===== config.mk =====
export PLATFORM = sky130hd
export DESIGN_NAME = reg_ctrl_seq
export DESIGN_NICKNAME = d
export VERILOG_FILES = /design/src/rtl/reg_ctrl_pkg.sv /design/src/rtl/reg_ctrl_shadow.sv /design/src/rtl/reg_ctrl_seq.sv
export SDC_FILE = /design/constraint.sdc
export NUM_CORES = 1
export LEC_CHECK = 0
export ABC_AREA = 1
export BUFFER_PORTS_ARGS = -buffer_cell sky130_fd_sc_hd__buf_2
export CAP_MARGIN = 20
export CELL_PAD_IN_SITES_DETAIL_PLACEMENT = 0
export CELL_PAD_IN_SITES_GLOBAL_PLACEMENT = 1
export CORE_MARGIN = 4
export CORE_UTILIZATION = 43
export CTS_BUF_LIST = sky130_fd_sc_hd__clkbuf_8
export DETAILED_ROUTE_END_ITERATION = 7
export GPL_ROUTABILITY_DRIVEN = 0
export GPL_TIMING_DRIVEN = 0
export PLACE_DENSITY = 0.95
export SYNTH_ARGS = -nofsm -noshare
export SYNTH_HDL_FRONTEND = slang
export SYNTH_SLANG_ARGS = --single-unit

===== constraint.sdc =====
create_clock -name clk -period 3.7 [get_ports clk]
set_input_delay 0.555 -clock clk [delete_from_list [all_inputs] [get_ports clk]]
set_output_delay 0.555 -clock clk [all_outputs]
set_load 0.005 [all_outputs]

===== src/rtl/reg_ctrl_pkg.sv =====
// Shared op codes, FSM encoding and strobe payload for the register control sequencer.
package reg_ctrl_pkg;

    localparam int unsigned OP_W = 3;

    localparam logic [OP_W-1:0] OP_NOP  = 3'd0;
    localparam logic [OP_W-1:0] OP_CLR  = 3'd1;
    localparam logic [OP_W-1:0] OP_LOAD = 3'd2;
    localparam logic [OP_W-1:0] OP_INC  = 3'd3;
    localparam logic [OP_W-1:0] OP_DEC  = 3'd4;
    localparam logic [OP_W-1:0] OP_SHR  = 3'd5;
    localparam logic [OP_W-1:0] OP_SHL  = 3'd6;

    typedef enum logic [1:0] {
        ST_IDLE = 2'd0,
        ST_RUN  = 2'd1,
        ST_DONE = 2'd2
    } state_e;

    typedef struct packed {
        logic cl;
        logic ld;
        logic inc;
        logic dec;
        logic sr;
        logic sl;
    } strobe_t;

    // One-hot strobe for an op; NOP and reserved codes map to no strobe.
    function automatic strobe_t op_strobe(input logic [OP_W-1:0] op);
        strobe_t s;
        s = '0;
        case (op)
            OP_CLR:  s.cl  = 1'b1;
            OP_LOAD: s.ld  = 1'b1;
            OP_INC:  s.inc = 1'b1;
            OP_DEC:  s.dec = 1'b1;
            OP_SHR:  s.sr  = 1'b1;
            OP_SHL:  s.sl  = 1'b1;
            default: s     = '0;
        endcase
        return s;
    endfunction

    function automatic logic op_single(input logic [OP_W-1:0] op);
        return (op == OP_CLR) || (op == OP_LOAD);
    endfunction

    function automatic logic op_counted(input logic [OP_W-1:0] op);
        return (op == OP_INC) || (op == OP_DEC) || (op == OP_SHR) || (op == OP_SHL);
    endfunction

endpackage


===== src/rtl/reg_ctrl_shadow.sv =====
// Predicts the target register value from the strobes this sequencer issues.
module reg_ctrl_shadow
    import reg_ctrl_pkg::*;
#(
    parameter int unsigned DATA_WIDTH = 16
) (
    input  logic                  clk,
    input  logic                  rst_n,
    input  strobe_t               strb_i,
    input  logic [DATA_WIDTH-1:0] reg_in_i,
    input  logic                  ir_i,
    input  logic                  il_i,
    output logic [DATA_WIDTH-1:0] shadow_o
);

    logic [DATA_WIDTH-1:0] shadow_q;
    logic [DATA_WIDTH-1:0] shadow_d;

    // Strobes are one-hot, so priority order only matters for robustness.
    always_comb begin
        shadow_d = shadow_q;
        if (strb_i.cl) begin
            shadow_d = '0;
        end else if (strb_i.ld) begin
            shadow_d = reg_in_i;
        end else if (strb_i.inc) begin
            shadow_d = shadow_q + DATA_WIDTH'(1);
        end else if (strb_i.dec) begin
            shadow_d = shadow_q - DATA_WIDTH'(1);
        end else if (strb_i.sr) begin
            shadow_d = {ir_i, shadow_q[DATA_WIDTH-1:1]};
        end else if (strb_i.sl) begin
            shadow_d = {shadow_q[DATA_WIDTH-2:0], il_i};
        end
    end

    always_ff @(posedge clk or negedge rst_n) begin
        if (!rst_n) begin
            shadow_q <= '0;
        end else begin
            shadow_q <= shadow_d;
        end
    end

    assign shadow_o = shadow_q;

endmodule


===== src/rtl/reg_ctrl_seq.sv =====
// Register control sequencer: one op per handshake, one strobe per cycle, done pulse.
// Shadow register prediction is built only when REG_CTRL_SEQ_SHADOW_EN is defined.
module reg_ctrl_seq
    import reg_ctrl_pkg::*;
#(
    parameter int unsigned DATA_WIDTH = 16,
    parameter int unsigned CNT_WIDTH  = 4
) (
    input  logic                  clk,
    input  logic                  rst_n,
    input  logic                  req_valid,
    output logic                  req_ready,
    input  logic [OP_W-1:0]       req_op,
    input  logic [CNT_WIDTH-1:0]  req_cnt,
    input  logic [DATA_WIDTH-1:0] req_data,
    input  logic                  req_fill,
    output logic                  done,
    output logic                  reg_cl,
    output logic                  reg_ld,
    output logic                  reg_inc,
    output logic                  reg_dec,
    output logic                  reg_sr,
    output logic                  reg_sl,
    output logic [DATA_WIDTH-1:0] reg_in,
    output logic                  reg_ir,
    output logic                  reg_il,
    output logic [DATA_WIDTH-1:0] shadow
);

    state_e                state_q, state_d;
    logic [CNT_WIDTH-1:0]  cnt_q, cnt_d;
    logic [OP_W-1:0]       op_q, op_d;
    logic [DATA_WIDTH-1:0] data_q, data_d;
    logic                  fill_q, fill_d;
    strobe_t               strb_q, strb_d;
    logic [DATA_WIDTH-1:0] reg_in_q, reg_in_d;
    logic                  ir_q, ir_d;
    logic                  il_q, il_d;
    logic                  ready_q, ready_d;
    logic                  done_q, done_d;

    logic                  iss;
    logic [OP_W-1:0]       iss_op;
    logic [DATA_WIDTH-1:0] iss_data;
    logic                  iss_fill;

    // cnt_q holds strobes remaining after the one currently on the outputs.
    always_comb begin
        state_d  = state_q;
        cnt_d    = cnt_q;
        op_d     = op_q;
        data_d   = data_q;
        fill_d   = fill_q;
        strb_d   = '0;
        reg_in_d = '0;
        ir_d     = 1'b0;
        il_d     = 1'b0;
        ready_d  = 1'b0;
        done_d   = 1'b0;
        iss      = 1'b0;
        iss_op   = op_q;
        iss_data = data_q;
        iss_fill = fill_q;

        case (state_q)
            ST_IDLE: begin
                ready_d = 1'b1;
                if (req_valid && ready_q) begin
                    op_d     = req_op;
                    data_d   = req_data;
                    fill_d   = req_fill;
                    iss_op   = req_op;
                    iss_data = req_data;
                    iss_fill = req_fill;
                    ready_d  = 1'b0;
                    if (op_single(req_op)) begin
                        state_d = ST_RUN;
                        cnt_d   = '0;
                        iss     = 1'b1;
                    end else if (op_counted(req_op) && (req_cnt != '0)) begin
                        state_d = ST_RUN;
                        cnt_d   = req_cnt - CNT_WIDTH'(1);
                        iss     = 1'b1;
                    end else begin
                        state_d = ST_DONE;
                        done_d  = 1'b1;
                    end
                end
            end
            ST_RUN: begin
                if (cnt_q == '0) begin
                    state_d = ST_DONE;
                    done_d  = 1'b1;
                end else begin
                    cnt_d = cnt_q - CNT_WIDTH'(1);
                    iss   = 1'b1;
                end
            end
            ST_DONE: begin
                state_d = ST_IDLE;
                ready_d = 1'b1;
            end
            default: begin
                state_d = ST_IDLE;
                ready_d = 1'b1;
            end
        endcase

        if (iss) begin
            strb_d   = op_strobe(iss_op);
            reg_in_d = (iss_op == OP_LOAD) ? iss_data : '0;
            ir_d     = (iss_op == OP_SHR) && iss_fill;
            il_d     = (iss_op == OP_SHL) && iss_fill;
        end
    end

    always_ff @(posedge clk or negedge rst_n) begin
        if (!rst_n) begin
            state_q  <= ST_IDLE;
            cnt_q    <= '0;
            op_q     <= OP_NOP;
            data_q   <= '0;
            fill_q   <= 1'b0;
            strb_q   <= '0;
            reg_in_q <= '0;
            ir_q     <= 1'b0;
            il_q     <= 1'b0;
            ready_q  <= 1'b1;
            done_q   <= 1'b0;
        end else begin
            state_q  <= state_d;
            cnt_q    <= cnt_d;
            op_q     <= op_d;
            data_q   <= data_d;
            fill_q   <= fill_d;
            strb_q   <= strb_d;
            reg_in_q <= reg_in_d;
            ir_q     <= ir_d;
            il_q     <= il_d;
            ready_q  <= ready_d;
            done_q   <= done_d;
        end
    end

    assign req_ready = ready_q;
    assign done      = done_q;
    assign reg_cl    = strb_q.cl;
    assign reg_ld    = strb_q.ld;
    assign reg_inc   = strb_q.inc;
    assign reg_dec   = strb_q.dec;
    assign reg_sr    = strb_q.sr;
    assign reg_sl    = strb_q.sl;
    assign reg_in    = reg_in_q;
    assign reg_ir    = ir_q;
    assign reg_il    = il_q;

`ifdef REG_CTRL_SEQ_SHADOW_EN
    reg_ctrl_shadow #(
        .DATA_WIDTH (DATA_WIDTH)
    ) u_shadow (
        .clk      (clk),
        .rst_n    (rst_n),
        .strb_i   (strb_q),
        .reg_in_i (reg_in_q),
        .ir_i     (ir_q),
        .il_i     (il_q),
        .shadow_o (shadow)
    );
`else
    assign shadow = '0;
`endif

endmodule


### Word-level counts from Yosys, hierarchy flattened

Index checks and enable logic that the tools add are counted.

| storage, ports and cells | value |
|---|---|
| flip-flop bits (word level) | 52 |
| bits of input ports | 27 |
| output and inout bits | 42 |
| logic and storage cells | 88 |

| operators by class | value |
|---|---|
| add/sub/neg operators | 2 |
| eq/ne operators | 17 |
| multiplexer cells | 39 |
| reductions and logical operators | 14 |

Operator list:

| kind | count |
|---|---|
| two-way mux 16 bit | 4 |
| two-way mux 1 bit | 19 |
| equality test 3 bit, second input constant | 6 |
| two-way mux 4 bit | 4 |
| equality test 3 x 2 -> 1 bit, second input constant | 4 |
| two-way mux 2 bit | 4 |
| case mux 4 bit (2 select lines) | 1 |
| subtractor 4 x 1 -> 4 bit, second input constant | 2 |
| equality test 3 x 1 -> 1 bit, second input constant | 2 |
| two-way mux 3 bit | 2 |
| two-way mux 6 bit | 1 |
| != test 2 bit, second input constant | 3 |
| case mux 1 bit (2 select lines) | 3 |
| logical AND 1 bit | 4 |
| logical NOT 4 bit | 1 |
| logical OR 1 bit | 4 |
| case mux 2 bit (2 select lines) | 1 |
| AND reduction 4 bit | 1 |
| nonzero test 4 bit | 1 |
| != test 3 bit, second input constant | 1 |
| equality test 2 x 1 -> 1 bit, second input constant | 1 |
| logical NOT 2 bit | 1 |
| AND reduction 2 bit | 1 |
| nonzero test 2 bit | 1 |

### Depth between registers and ports, before layout

| logic depth | value |
|---|---|
| depth in word-level cells | 10 |
| gate-level depth with buffers | 9 |
| mapped depth without buffers | 9 |

### Worst setup path before layout

No wires, ideal clock.

| timing | value |
|---|---|
| path kind | input port to flip-flop |
| start | in req_cnt[0] |
| end | reg reg_in_q[11] (netlist: reg_in[11]) |
| library setup time | 0.116 ns |
| arrival | 1.440 ns |
| required time | 3.584 ns |
| path slack | 2.144 ns |
| stages on the path | 8 |
| buffers on the path | 1 |
| cells stage by stage | inv_1 -> ha_1 -> nand2_1 -> nand3_1 -> nand2_1 -> a21boi_4 -> buf_6 -> nor2_1 |

| between the ends | value |
|---|---|
| word-level cells in the longest chain between the ends | 7 |

RTL lines:

| item | RTL line | text |
|---|---|---|
| start, declared | reg_ctrl_seq.sv:14 | `input logic [CNT_WIDTH-1:0] req_cnt,` |
| nonzero test 4 bit | reg_ctrl_seq.sv:80 | `end else if (op_counted(req_op) && (req_cnt != '0)) begin` |
| logical AND 1 bit | reg_ctrl_seq.sv:80 |  |
| two-way mux 1 bit | reg_ctrl_seq.sv:80 |  |
| two-way mux 1 bit | reg_ctrl_seq.sv:76 | `if (op_single(req_op)) begin` |
| two-way mux 1 bit | reg_ctrl_seq.sv:68 | `if (req_valid && ready_q) begin` |
| case mux 1 bit (2 select lines) | reg_ctrl_seq.sv:65 | `case (state_q)` |
| two-way mux 16 bit | reg_ctrl_seq.sv:109 | `if (iss) begin` |
| named net reg_in_d[11] | reg_ctrl_seq.sv:36 | `logic [DATA_WIDTH-1:0] reg_in_q, reg_in_d;` |
| end signal, assigned | reg_ctrl_seq.sv:137 | `reg_in_q <= reg_in_d;` |
| end, declared | reg_ctrl_seq.sv:36 |  |

The timed path passes the listed nets, and every way through them passes these cells.
A chain may end at the register's enable or synchronous reset.

### Final worst setup path

| timing | value |
|---|---|
| start | reg ready_q (netlist: req_ready) |
| end | reg ir_q (netlist: reg_ir) |

| between the ends | value |
|---|---|
| word-level cells in the longest chain between the ends | 6 |
| elaborated cells between the ends (all ways) | 10 |
| classes of those cells | eq/ne (1); mux (7); reduce/logical (2) |

RTL lines:

| item | RTL line | text |
|---|---|---|
| start, declared | reg_ctrl_seq.sv:39 | `logic ready_q, ready_d;` |
| start signal, assigned | reg_ctrl_seq.sv:140 | `ready_q <= ready_d;` |
| logical AND 1 bit (*) | reg_ctrl_seq.sv:68 |  |
| two-way mux 3 bit | reg_ctrl_seq.sv:68 |  |
| two-way mux 3 bit | - |  |
| equality test 3 bit | reg_ctrl_seq.sv:112 | `ir_d = (iss_op == OP_SHR) && iss_fill;` |
| logical AND 1 bit | reg_ctrl_seq.sv:112 |  |
| two-way mux 1 bit (*) | reg_ctrl_seq.sv:109 |  |
| named net ir_d | reg_ctrl_seq.sv:37 | `logic ir_q, ir_d;` |
| end signal, assigned | reg_ctrl_seq.sv:138 | `ir_q <= ir_d;` |
| end, declared | reg_ctrl_seq.sv:37 |  |

Mark *: on every way through the listed nets, which the timed path passes. The rest lies on a longest branch.

==> metrics <==
status finished clean; die width 85.1 um; Worst VDD drop 0.264 mV; worst flop-to-flop path startpoint req_ready$_DFF_PN1_; standard-cell rows 27; critical path fanouts, max 10; Clock Tree Buf Depth 2; CP Buf/Inv Count 3; Arrival @ worst endpoint 1.89 ns; Multi-input gate area 983 um^2; Max-Cap Viols 0; Synth-to-Final Area Change 20.3%; Worst R2R Setup Slack 2.03 ns; die area 0.00724 mm^2; most frequent CP cell nand2_1; All-Layer GR Usage 14.9%; register area 0.00130 mm^2; total CTS buffers 5; Worst-path clk slew 0.09 ns; Hold Vio Cnt, Final 0; H-tree levels 2; crit share post-route 45.2%; diode count 0; post-cts hold buffer count 0; synth top area cells dfrtp_1 (50%), nand2_1 (10%), buf_4 (5.0%); CORE AREA 0.00564 mm^2; first-pass GRT wire length 8640 um; placed insts 416; cell area after synthesis 0.00255 mm^2; # clock sinks 52; Final nets 382; unrepaired setup endpoints after global routing false; gr ovfl total 0; synthesized flop and latch total 52; vias per cell 4.69; Synth warnings 0; Slew Limit Fails 0; TritonCTS clock tree done; root buf cell clkbuf_8; share of cells above drive strength 1 32.6%; CP Class register to register; largest net degree at the start of global routing 53; final clock skew 0.00656 ns; Pwr Total 2.21 mW; IO Port Bufs 52; initial core utilization 45.3%; Final HPWL DP 3840 um; Gates resized, CTS repair 0; Avg Cell Area, Syn 9.22 um^2; Worst Hold Class input pin to asynchronous set/reset pin; fin crit period 1.67 ns; critical-path cell with the highest stage delay dfstp_2; DR pass1 iterations 4; initial antenna violation count 0; post-route insts no fill 425; Setup Buffers After CTS 0; clk_lat worst skew 0.30 ns; CP Cell Sequence nand2_1 > inv_2 > buf_2 > buf_4 > nand3_1 > nand2_1 > nand4_1 > nor2_1; fmax 0.598 GHz; R2R cell count 8; Setup crit start kind register; vias in the first global route 1920; Reg2Reg Capture Point reg_ir$_DFF_PN0_; routed len/inst 12.0 um; Vias 1992; Post-Synthesis Cells 277; crit-path max cell delay 0.53 ns; Final setup viols 0; Antenna Nets Post-Route 0; CP required 3.92 ns; top cell type by total area after synthesis dfrtp_1; crit path capture type register; I/O pins 69; DRT iter0 DRCs 111; final WL 5110 um; Yosys cell types 24; family with the most delay on the worst path buffers and inverters; Die Y 85.1 um; Residual DRC 0; Setup TNS 0 ns; FILL cells 509; post-synth top area share 50.0%; Leakage 1.71 nW; P per Cell Area 718 mW/mm^2; Seq/Total Area, Yosys 51.0%
[cell families after synthesis]
logic type	count (synthesis)	share of synthesized area, %
and+or+nand+nor	168	32.0
adders and majority gates	3	1.47
other	1	0.147
AOI/OAI and AO/OA	5	1.96
DFF	52	51.0
xor gates and xnor gates	2	0.686
buffers and inverters	46	12.7
[state kept, by name, summed over array words and instances, names as in the netlist, 2 cells and up]
register	count
data_q	16
reg_in	16
state_q	2
cnt_q	4
op_q	3
[synthesized netlist by cell type]
library cell / instances
buf_4: 17
nor2_4: 2
a21boi_4: 1
nand2_1: 71
o32ai_1: 2
inv_2: 2
xor2_1: 2
buf_2: 1
nand4_1: 18
inv_1: 15
nand2_4: 3
nand3_1: 24
nor2_1: 34
o21ai_2: 1
nand2_2: 6
buf_8: 1
ha_1: 3
dfstp_2: 1
o21ai_1: 1
nand3b_1: 1
nand3_2: 9
dfrtp_1: 51
conb_1: 1
buf_6: 10
[stage by stage]
step                area (um^2)  utilization (%)  hold WS (ns)  worst slack (ns)
finish                     3070             54.5         0.109              2.03
global route               3070             54.5         0.121              1.89
CTS                        3050             54.1         0.478              2.02
detailed placement         2960             52.5         0.455              1.81
global placement           2960             52.5         0.450              1.86
floorplan                  2610                -         0.259              2.14
[area by class of cell]
class / count / share of cell area [%]
Buffer: 29 / 8.47
Clock buffer: 5 / 2.24
Clock inverter: 3 / 0.774
Sequential cell: 52 / 42.4
Tap cell: 72 / 2.93
Timing Repair Buffer: 53 / 9.12
Inverter: 17 / 2.08
Multi-Input combinational cell: 194 / 32.0
[routing by layer]
layer / routed length (um) / GRT usage [%]
met3: 327 / 3.50
met5: 0 / 0
met4: 44 / 4.89
met2: 2680 / 26.8
met1: 2060 / 17.2
[placed cells by master (no fill, tap or decap), drive strengths merged]
cell      synthesis  layout
a21boi            1       1
buf              29      82
clkbuf            0       5
clkinv            0       1
clkinvlp          0       2
conb              1      16
dfrtp            51      51
dfstp             1       1
ha                3       3
inv              17      17
nand2            80      80
nand3            33      33
nand3b            1       1
nand4            18      18
nor2             36      36
o21ai             2       2
o32ai             2       2
xor2              2       2
[worst max-delay path by stage]
stage	startpoint	slack (ns)	endpoint	depth (start not counted)
2_1_floorplan	req_cnt[0]	2.14	reg_in[11]$_DFF_PN0_	8
3_3_place_gp	req_cnt[0]	1.86	reg_in[11]$_DFF_PN0_	9
3_5_place_dp	req_cnt[0]	1.81	reg_in[12]$_DFF_PN0_	9
4_1_cts	req_ready$_DFF_PN1_	2.02	reg_ir$_DFF_PN0_	8
5_1_grt	req_ready$_DFF_PN1_	1.89	reg_ir$_DFF_PN0_	8
6_report	req_ready$_DFF_PN1_	2.03	reg_ir$_DFF_PN0_	8
[power breakdown]
group,internal (mW),switching (mW),leakage [nW]
logic,0.405,0.667,0.983
registers,0.741,0.0757,0.684
clock network,0.134,0.183,0.0404
total,1.28,0.926,1.71
(Power assumes the default switching activity.)
